### src/rtl/camera.sv
// camera: MT9V034-style parallel pixel capture with frame sync and line/column tagging
module camera #(
    parameter int LINES = 480,
    parameter int COLUMNS = 752,
    localparam int LW = ($clog2(LINES) > 1) ? $clog2(LINES) : 1,
    localparam int CW = ($clog2(COLUMNS) > 1) ? $clog2(COLUMNS) : 1
) (
    input  logic          PIXCLK,
    input  logic          RESET,
    input  logic          LINE_VALID,
    input  logic          FRAME_VALID,
    input  logic [9:0]    DATA_IN,
    output logic [9:0]    DATA_OUT,
    output logic [LW-1:0] CURRENT_LINE,
    output logic [CW-1:0] CURRENT_COLUMN,
    output logic          PIXEL_VALID
);
    typedef enum logic [1:0] {SYNC, IDLE, FRAME} state_t;

    // Counters carry one extra bit so that "reached LINES/COLUMNS" is representable.
    localparam logic [LW:0] L_MAX = (LW+1)'(LINES);
    localparam logic [CW:0] C_MAX = (CW+1)'(COLUMNS);
    localparam logic [LW:0] L_ONE = (LW+1)'(1);
    localparam logic [CW:0] C_ONE = (CW+1)'(1);

    state_t      r_state;
    logic [LW:0] r_line;
    logic [CW:0] r_col;
    logic        r_ovf;
    logic        r_lv;
    logic        w_accept;
    logic        w_eol;

    // IDLE keeps counters at zero, so one acceptance rule serves both IDLE and FRAME.
    assign w_accept = (r_state != SYNC) && FRAME_VALID && LINE_VALID && !r_ovf &&
                      (r_line < L_MAX) && (r_col < C_MAX);
    assign w_eol    = (r_state == FRAME) && FRAME_VALID && r_lv && !LINE_VALID;

    // Frame-sync state machine, counters and registered pixel outputs.
    always_ff @(posedge PIXCLK or posedge RESET) begin
        if (RESET) begin
            r_state        <= SYNC;
            r_line         <= '0;
            r_col          <= '0;
            r_ovf          <= 1'b0;
            r_lv           <= 1'b0;
            DATA_OUT       <= '0;
            CURRENT_LINE   <= '0;
            CURRENT_COLUMN <= '0;
            PIXEL_VALID    <= 1'b0;
        end else begin
            r_lv        <= LINE_VALID;
            PIXEL_VALID <= w_accept;
            if (w_accept) begin
                DATA_OUT       <= DATA_IN;
                CURRENT_LINE   <= r_line[LW-1:0];
                CURRENT_COLUMN <= r_col[CW-1:0];
            end
            case (r_state)
                SYNC: begin
                    if (!FRAME_VALID) r_state <= IDLE;
                end
                IDLE: begin
                    if (FRAME_VALID) begin
                        r_state <= FRAME;
                        r_col   <= w_accept ? C_ONE : '0;
                    end
                end
                FRAME: begin
                    if (!FRAME_VALID) begin
                        r_state <= IDLE;
                        r_line  <= '0;
                        r_col   <= '0;
                        r_ovf   <= 1'b0;
                    end else if (w_accept) begin
                        r_col <= r_col + C_ONE;
                    end else if (LINE_VALID && r_col == C_MAX) begin
                        r_ovf <= 1'b1;
                    end else if (w_eol) begin
                        r_col  <= '0;
                        r_ovf  <= 1'b0;
                        r_line <= (r_line < L_MAX) ? r_line + L_ONE : r_line;
                    end
                end
                default: r_state <= SYNC;
            endcase
        end
    end
endmodule

### config.mk
export PLATFORM = sky130hd
export DESIGN_NAME = camera
export DESIGN_NICKNAME = d
export VERILOG_FILES = /design/src/rtl/camera.sv
export SDC_FILE = /design/constraint.sdc
export NUM_CORES = 1
export LEC_CHECK = 0
export BUFFER_PORTS_ARGS = -buffer_cell sky130_fd_sc_hd__buf_2
export CORE_MARGIN = 10
export CORE_UTILIZATION = 45
export DETAILED_ROUTE_END_ITERATION = 8
export GPL_TIMING_DRIVEN = 0
export HOLD_SLACK_MARGIN = 0.15
export PLACE_DENSITY = 0.66
export SLEW_MARGIN = 20
export SYNTH_ARGS = -nofsm -noshare
export SYNTH_HDL_FRONTEND = slang
export SYNTH_SLANG_ARGS = --single-unit
### constraint.sdc
create_clock -name PIXCLK -period 3 [get_ports PIXCLK]
set_input_delay 0.15 -clock PIXCLK [delete_from_list [all_inputs] [get_ports PIXCLK]]
set_output_delay 0.15 -clock PIXCLK [all_outputs]
set_load 0.02 [all_outputs]
# --- Yosys cells after proc, flatten, opt, wreduce, memory -nomap -nowiden ---
# Index checks and enable logic that the tools add are counted.
op_classes:
  add_sub_neg: 2
  mul: 0
  div_mod_pow: 0
  magnitude_cmp: 2
  eq_ne: 12
  shift: 0
  mux: 19
  bitwise_logic: 0
  reduce_logical: 19
ops:
  columns: ["operator", "count"]
  rows:
  - ["two-way mux 11 bit", 5]
  - ["two-way mux 10 bit", 5]
  - ["one-hot mux 11 bit (2 select lines)", 1]
  - ["adder 11 x 1 -> 11 bit (second input constant)", 1]
  - ["== test 11 x 10 -> 1 bit (second input constant)", 1]
  - ["< comparator 11 x 10 -> 1 bit (second input constant)", 1]
  - ["adder 10 x 1 -> 10 bit (second input constant)", 1]
  - ["< comparator 10 x 9 -> 1 bit (second input constant)", 1]
  - ["logical AND 1 bit", 9]
  - ["inequality test 2 bit (second input constant)", 4]
  - ["inequality test 4 bit (second input constant)", 2]
  - ["two-way mux 1 bit", 5]
  - ["AND reduction 5 bit", 1]
  - ["two-way mux 2 bit", 2]
  - ["inequality test 2 x 1 -> 1 bit (second input constant)", 2]
  - ["one-hot mux 2 bit (2 select lines)", 1]
  - ["AND reduction 4 bit", 1]
  - ["nonzero test 2 bit", 2]
  - ["inequality test 3 x 1 -> 1 bit (second input constant)", 1]
  - ["AND reduction 3 bit", 1]
  - ["== test 2 x 1 -> 1 bit (second input constant)", 1]
  - ["== test 2 bit (second input constant)", 1]
  - ["logical NOT 1 bit", 2]
  - ["logical NOT 2 bit", 1]
  - ["2 further kinds", 2]
word_totals:
  reg_bits: 55
  latch_bits: 0
  ram_bits: 0
  mem_bits_ro: 0
  inputBits: 14
  out_inout_bits: 30
  wordCells: 63
  mem_count: 0

# --- Depth between registers and ports, before layout ---
logic_depth:
  ltp_word: 9
  ltp_mapped: 8
  mapped_depth_nobuf: 6

# --- Worst setup path before layout ---
# Ideal clock, no wire load.
synth_path:
  kind: "register to register"
  startpoint: "register r_state[0]"
  endpoint: "register CURRENT_COLUMN[0]"
  t_arrival_ns: 2.025
  required_time_ns: 2.875
  slack_ns: 0.850
  path_stages_with_launch: 8
  n_path_buf: 1
  path_cell_list: "dfrtp_1 inv_1 ha_1 a211o_1 or4_4 nor2_8 buf_12 mux2_4"
synth_between:
  elab_chain_cells: 6
synth_rtl:
  columns: ["element", "line", "rtl"]
  rows:
  - ["start, declared", "26", "state_t r_state;"]
  - ["start signal, assigned", "42", "r_state <= SYNC;"]
  - ["start signal, assigned", "61", "if (!FRAME_VALID) r_state <= IDLE;"]
  - ["start signal, assigned", "65", "r_state <= FRAME;"]
  - ["nonzero test 2 bit", "35", "assign w_accept = (r_state != SYNC) && FRAME_VALID && LINE_VALID && !r_ovf &&"]
  - ["logical AND 1 bit (4 in a row)", "35", null]
  - ["logical AND 1 bit", "36", "(r_line < L_MAX) && (r_col < C_MAX);"]
  - ["end signal, assigned", "57", "CURRENT_COLUMN <= r_col[CW-1:0];"]
  - ["end, declared", "15", "output logic [CW-1:0] CURRENT_COLUMN,"]
# Every way passes these cells.
# A chain may end at the register's enable or synchronous reset.

# --- Worst setup path in the final report ---
layout_path:
  startpoint: "register r_state[0]"
  endpoint: "register CURRENT_COLUMN[5]"
# Same word-level chain as after synthesis.

==> results.txt <==
- Leaving out fill and tap cells, the most frequent cell in the layout is sky130_fd_sc_hd__dfrtp_1.
* Effective utilization at floorplan: 0.464
- Setup violations remaining at the end of the flow were counted as 0.
- Total number of vias: 1970
- Sorting the synthesized cells by area gives the leading types as sky130_fd_sc_hd__dfrtp_1 50%, sky130_fd_sc_hd__mux2_4 15%, sky130_fd_sc_hd__nand2_1 3.0%, sky130_fd_sc_hd__ha_1 2.7%, sky130_fd_sc_hd__mux2i_1 2.5%.
- The setup path with the least slack is of type flip-flop to flip-flop.
* Total die area: 9680 um^2
- The largest individual stage delay along the critical path comes from the cell sky130_fd_sc_hd__or4_4.
- Fin Hold WS: 0.384 ns
- The worst path meets setup with 0.705 ns of slack.
- For this run, design rule violations remaining after detail routing come to 0.
- Depth of the critical timing path with buffers and inverters included: 7
- For this run, the total global-route usage over all layers was measured as 0.125.
- Number of nets in the layout: 309
* Initial detailed-routing violation count: 170
- Routed wire length per instance: 16.0 um
- Across the routed clock network, the largest skew measured is 0.0119 ns.
- Clk Latency, worst-skew pair: 0.31 ns
- The region available for standard cell placement spans 5960 um^2.
- Summed over all nets, the half-perimeter wirelength after detailed placement is 3.99 mm.
- TritonCTS built the clock tree.
* Cell count after synthesis: 227
- The worst setup path is launched from a flip-flop.
- 44 I/O pins were placed.
* Placement-stage worst setup slack: 0.701 ns
* Detailed Routing Iterations Pass 1: 4
- Buffers plus inverters on the worst setup path: 2
- The number of nets handed over by synthesis was 247.
* Via count normalized by instance count: 5.40
- 0 antenna diodes ended up in the layout.
- Setup TNS: 0 ns
- Kind of cell with the highest combined delay on the critical path: simple AND/OR/NAND/NOR gates
- Entering global routing, the biggest net connects 56 pins.
* Die extent in y: 98.4 um
* Number of buffers inserted during clock tree synthesis: 5
- After synthesis, the mean cell area works out to 12.2 um^2.
* Ratio of final minimum period to clock period: 0.765
- The share of the Yosys chip area taken by registers is 0.498.
- In the synthesized netlist the async set-or-reset flop fraction comes to 1.00.
* Post-route standard cell area excluding fillers: 3310 um^2
- Share of layout cells above drive strength 1: 0.324
* GP Congestion: 0.815
* Number of global-route vias before repair: 2076
- For this run, the number of Yosys warnings is 0.
- Synth Flop Type: sky130_fd_sc_hd__dfrtp_1
* DRT Wirelength: 5.85 mm
- Synth area leader: sky130_fd_sc_hd__dfrtp_1
* Post-detailed-route count of antenna-violating nets: 0
- Subtracting the final worst setup slack from the clock period gives 2.30 ns.
* Worst vdd rail ir drop: 0.364 mV
- Total overflow reported by the global router: 0
- The initialized floorplan defines 28 standard-cell rows.
- The synthesized design contains 55 register bits.
* Largest buffer count on any clock path: 2
* Placed Area: 3080 um^2
- Die span in x: 98.4 um
- Number of flops mapped to enable cells by yosys: 0
* Least-Margin Pin Slew: 0.894 ns
- Port buffering added 43 buffers.
- Required time worst endpoint: 3.20 ns
- Critical path endpoint category: flip-flop
* Power after layout: 2.31 mW
- The final hold violation count is 0.
- Count of final max-slew check failures: 0
- Counting cells, the worst reg-to-reg path comes to 7.
* Min-Delay Path Depth: 4
- Number of maximum-capacitance violations: 0
- Setup repair after global routing left no endpoint under its margin.
- The analysis attributes to cell leakage a power of 1.56 nW.
- Area share of the largest cell type after synthesis: 0.498
- Min-delay worst type: primary input to flip-flop
* Leading cell types in the layout, fill and taps excluded: 55 x sky130_fd_sc_hd__dfrtp_1, 43 x sky130_fd_sc_hd__buf_2, 27 x sky130_fd_sc_hd__mux2_4, 22 x sky130_fd_sc_hd__nand2_1, 12 x sky130_fd_sc_hd__dlygate4sd3_1
- Clock slew seen by the registers of the worst setup and hold paths: 0.11 ns
- Synthesis instantiated 43 different standard cells from the library.
- Number of sinks on the clock net: 55
- The first global-routing pass estimated 10.4 mm of wire.
* Number of levels in the clock H-tree: 2
- Worst rel slew slack: 0.396
- Relative to the synthesized area, the layout overhead comes to 19.8%.
- Along the worst path, the maximum fanout reaches 10.
- Power spread over the standard cell area amounts to 698 nW/um^2.
- Summing every instance area after synthesis gives 2770 um^2.
* Maximum achievable frequency: 436 MHz
- Data arrival at the endpoint of the critical path: 2.49 ns
- The number of antenna violations at the first check in global routing was 0.
- Result of the run: complete, no violations
- Longest individual stage delay on the worst path: 0.56 ns
- Clock tree root buffer cell: sky130_fd_sc_hd__clkbuf_8
- Walking the worst path, the cells encountered are inv_1 -> ha_1 -> a211o_1 -> or4_4 -> nor2_8 -> buf_12 -> mux2_4.
[cell usage after synthesis, types with 2 or more instances]
cell type                  number
sky130_fd_sc_hd__dfrtp_1       55
sky130_fd_sc_hd__mux2_4        27
sky130_fd_sc_hd__nand2_1       22
sky130_fd_sc_hd__nand3_1       10
sky130_fd_sc_hd__a21oi_1        8
sky130_fd_sc_hd__o22ai_1        8
sky130_fd_sc_hd__inv_1          7
sky130_fd_sc_hd__mux2i_1        7
sky130_fd_sc_hd__clkbuf_1       6
sky130_fd_sc_hd__ha_1           6
sky130_fd_sc_hd__nand4_1        6
sky130_fd_sc_hd__nor2_1         6
sky130_fd_sc_hd__nor3_1         6
sky130_fd_sc_hd__o21ai_0        6
sky130_fd_sc_hd__mux2_2         4
sky130_fd_sc_hd__nand2b_1       4
sky130_fd_sc_hd__nor2b_1        4
sky130_fd_sc_hd__nor4_1         4
sky130_fd_sc_hd__a22o_1         3
sky130_fd_sc_hd__buf_12         3
sky130_fd_sc_hd__a41oi_1        2
sky130_fd_sc_hd__and3_1         2
[layout make-up]
| cell class | count | area, um^2 |
|---|---|---|
| fillers | 534 | 2640 |
| flip-flops and latches | 55 | 1380 |
| multi-input cells | 154 | 1260 |
| repair buffers | 55 | 335 |
| plain buffers | 11 | 98.8 |
| well taps | 75 | 93.8 |
| clock buffers | 5 | 68.8 |
| clock inverters | 3 | 47.5 |
| inverters | 7 | 28.8 |
[flip-flops by register name, summed over array words and instances (netlist names), 2 cells and up]
signal          flops
CURRENT_COLUMN     10
r_line             10
r_col              11
r_state             2
DATA_OUT           10
CURRENT_LINE        9
[timing repair]
| action | CTS | global route |
|---|---|---|
| hold endpoints to repair | 66 | 0 |
| resized for setup | 0 | 0 |
| buffers inserted | 0 | 0 |
| hold buffers | 12 | 0 |
[final timing paths]
check                                  start           endpoint  slack [ns]
min in group asynchronous              RESET          r_line[3]        0.48
max in group asynchronous              RESET           r_col[4]        2.07
max                               r_state[0]  CURRENT_COLUMN[5]        0.70
min reg2reg                CURRENT_COLUMN[6]  CURRENT_COLUMN[6]        0.51
min                              FRAME_VALID              r_ovf        0.38
max reg2reg                       r_state[0]  CURRENT_COLUMN[5]        0.70
[logic make-up after synthesis]
family,synth area share
DFF,0.498
and+or+nand+nor,0.148
adders and majority gates,0.0271
xor gates and xnor gates,0.00633
buffers and inverters,0.0452
AOI/OAI and AO/OA,0.0878
muxes,0.188
[power by group]
part           leakage, nW  switching (mW)  total [mW]  internal (mW)
clock network       0.0587           0.252       0.506          0.253
registers            0.740          0.0848       0.945          0.860
logic                0.758           0.491       0.862          0.371
[through the flow]
step,util,cells
finish,0.557,365
global route,0.557,365
CTS,0.557,365
detailed placement,0.517,345
global placement,0.516,345
floorplan,-,227
[worst register-to-register path, cell delays in order, from the launching register on]
cell and delay [ns]:
sky130_fd_sc_hd__dfrtp_1 0.38, sky130_fd_sc_hd__inv_1 0.08, sky130_fd_sc_hd__ha_1 0.21, sky130_fd_sc_hd__a211o_1 0.28
sky130_fd_sc_hd__or4_4 0.56, sky130_fd_sc_hd__nor2_8 0.20, sky130_fd_sc_hd__buf_12 0.17, sky130_fd_sc_hd__mux2_4 0.31
[per-layer routing]
| metal | track usage | wire (um) |
|---|---|---|
| met1 | 0.165 | 2680 |
| met2 | 0.194 | 2720 |
| met3 | 0.0317 | 348 |
| met4 | 0.0419 | 98 |
| met5 | 0 | 0 |
No activity file was read; power rests on OpenSTA's default activity.
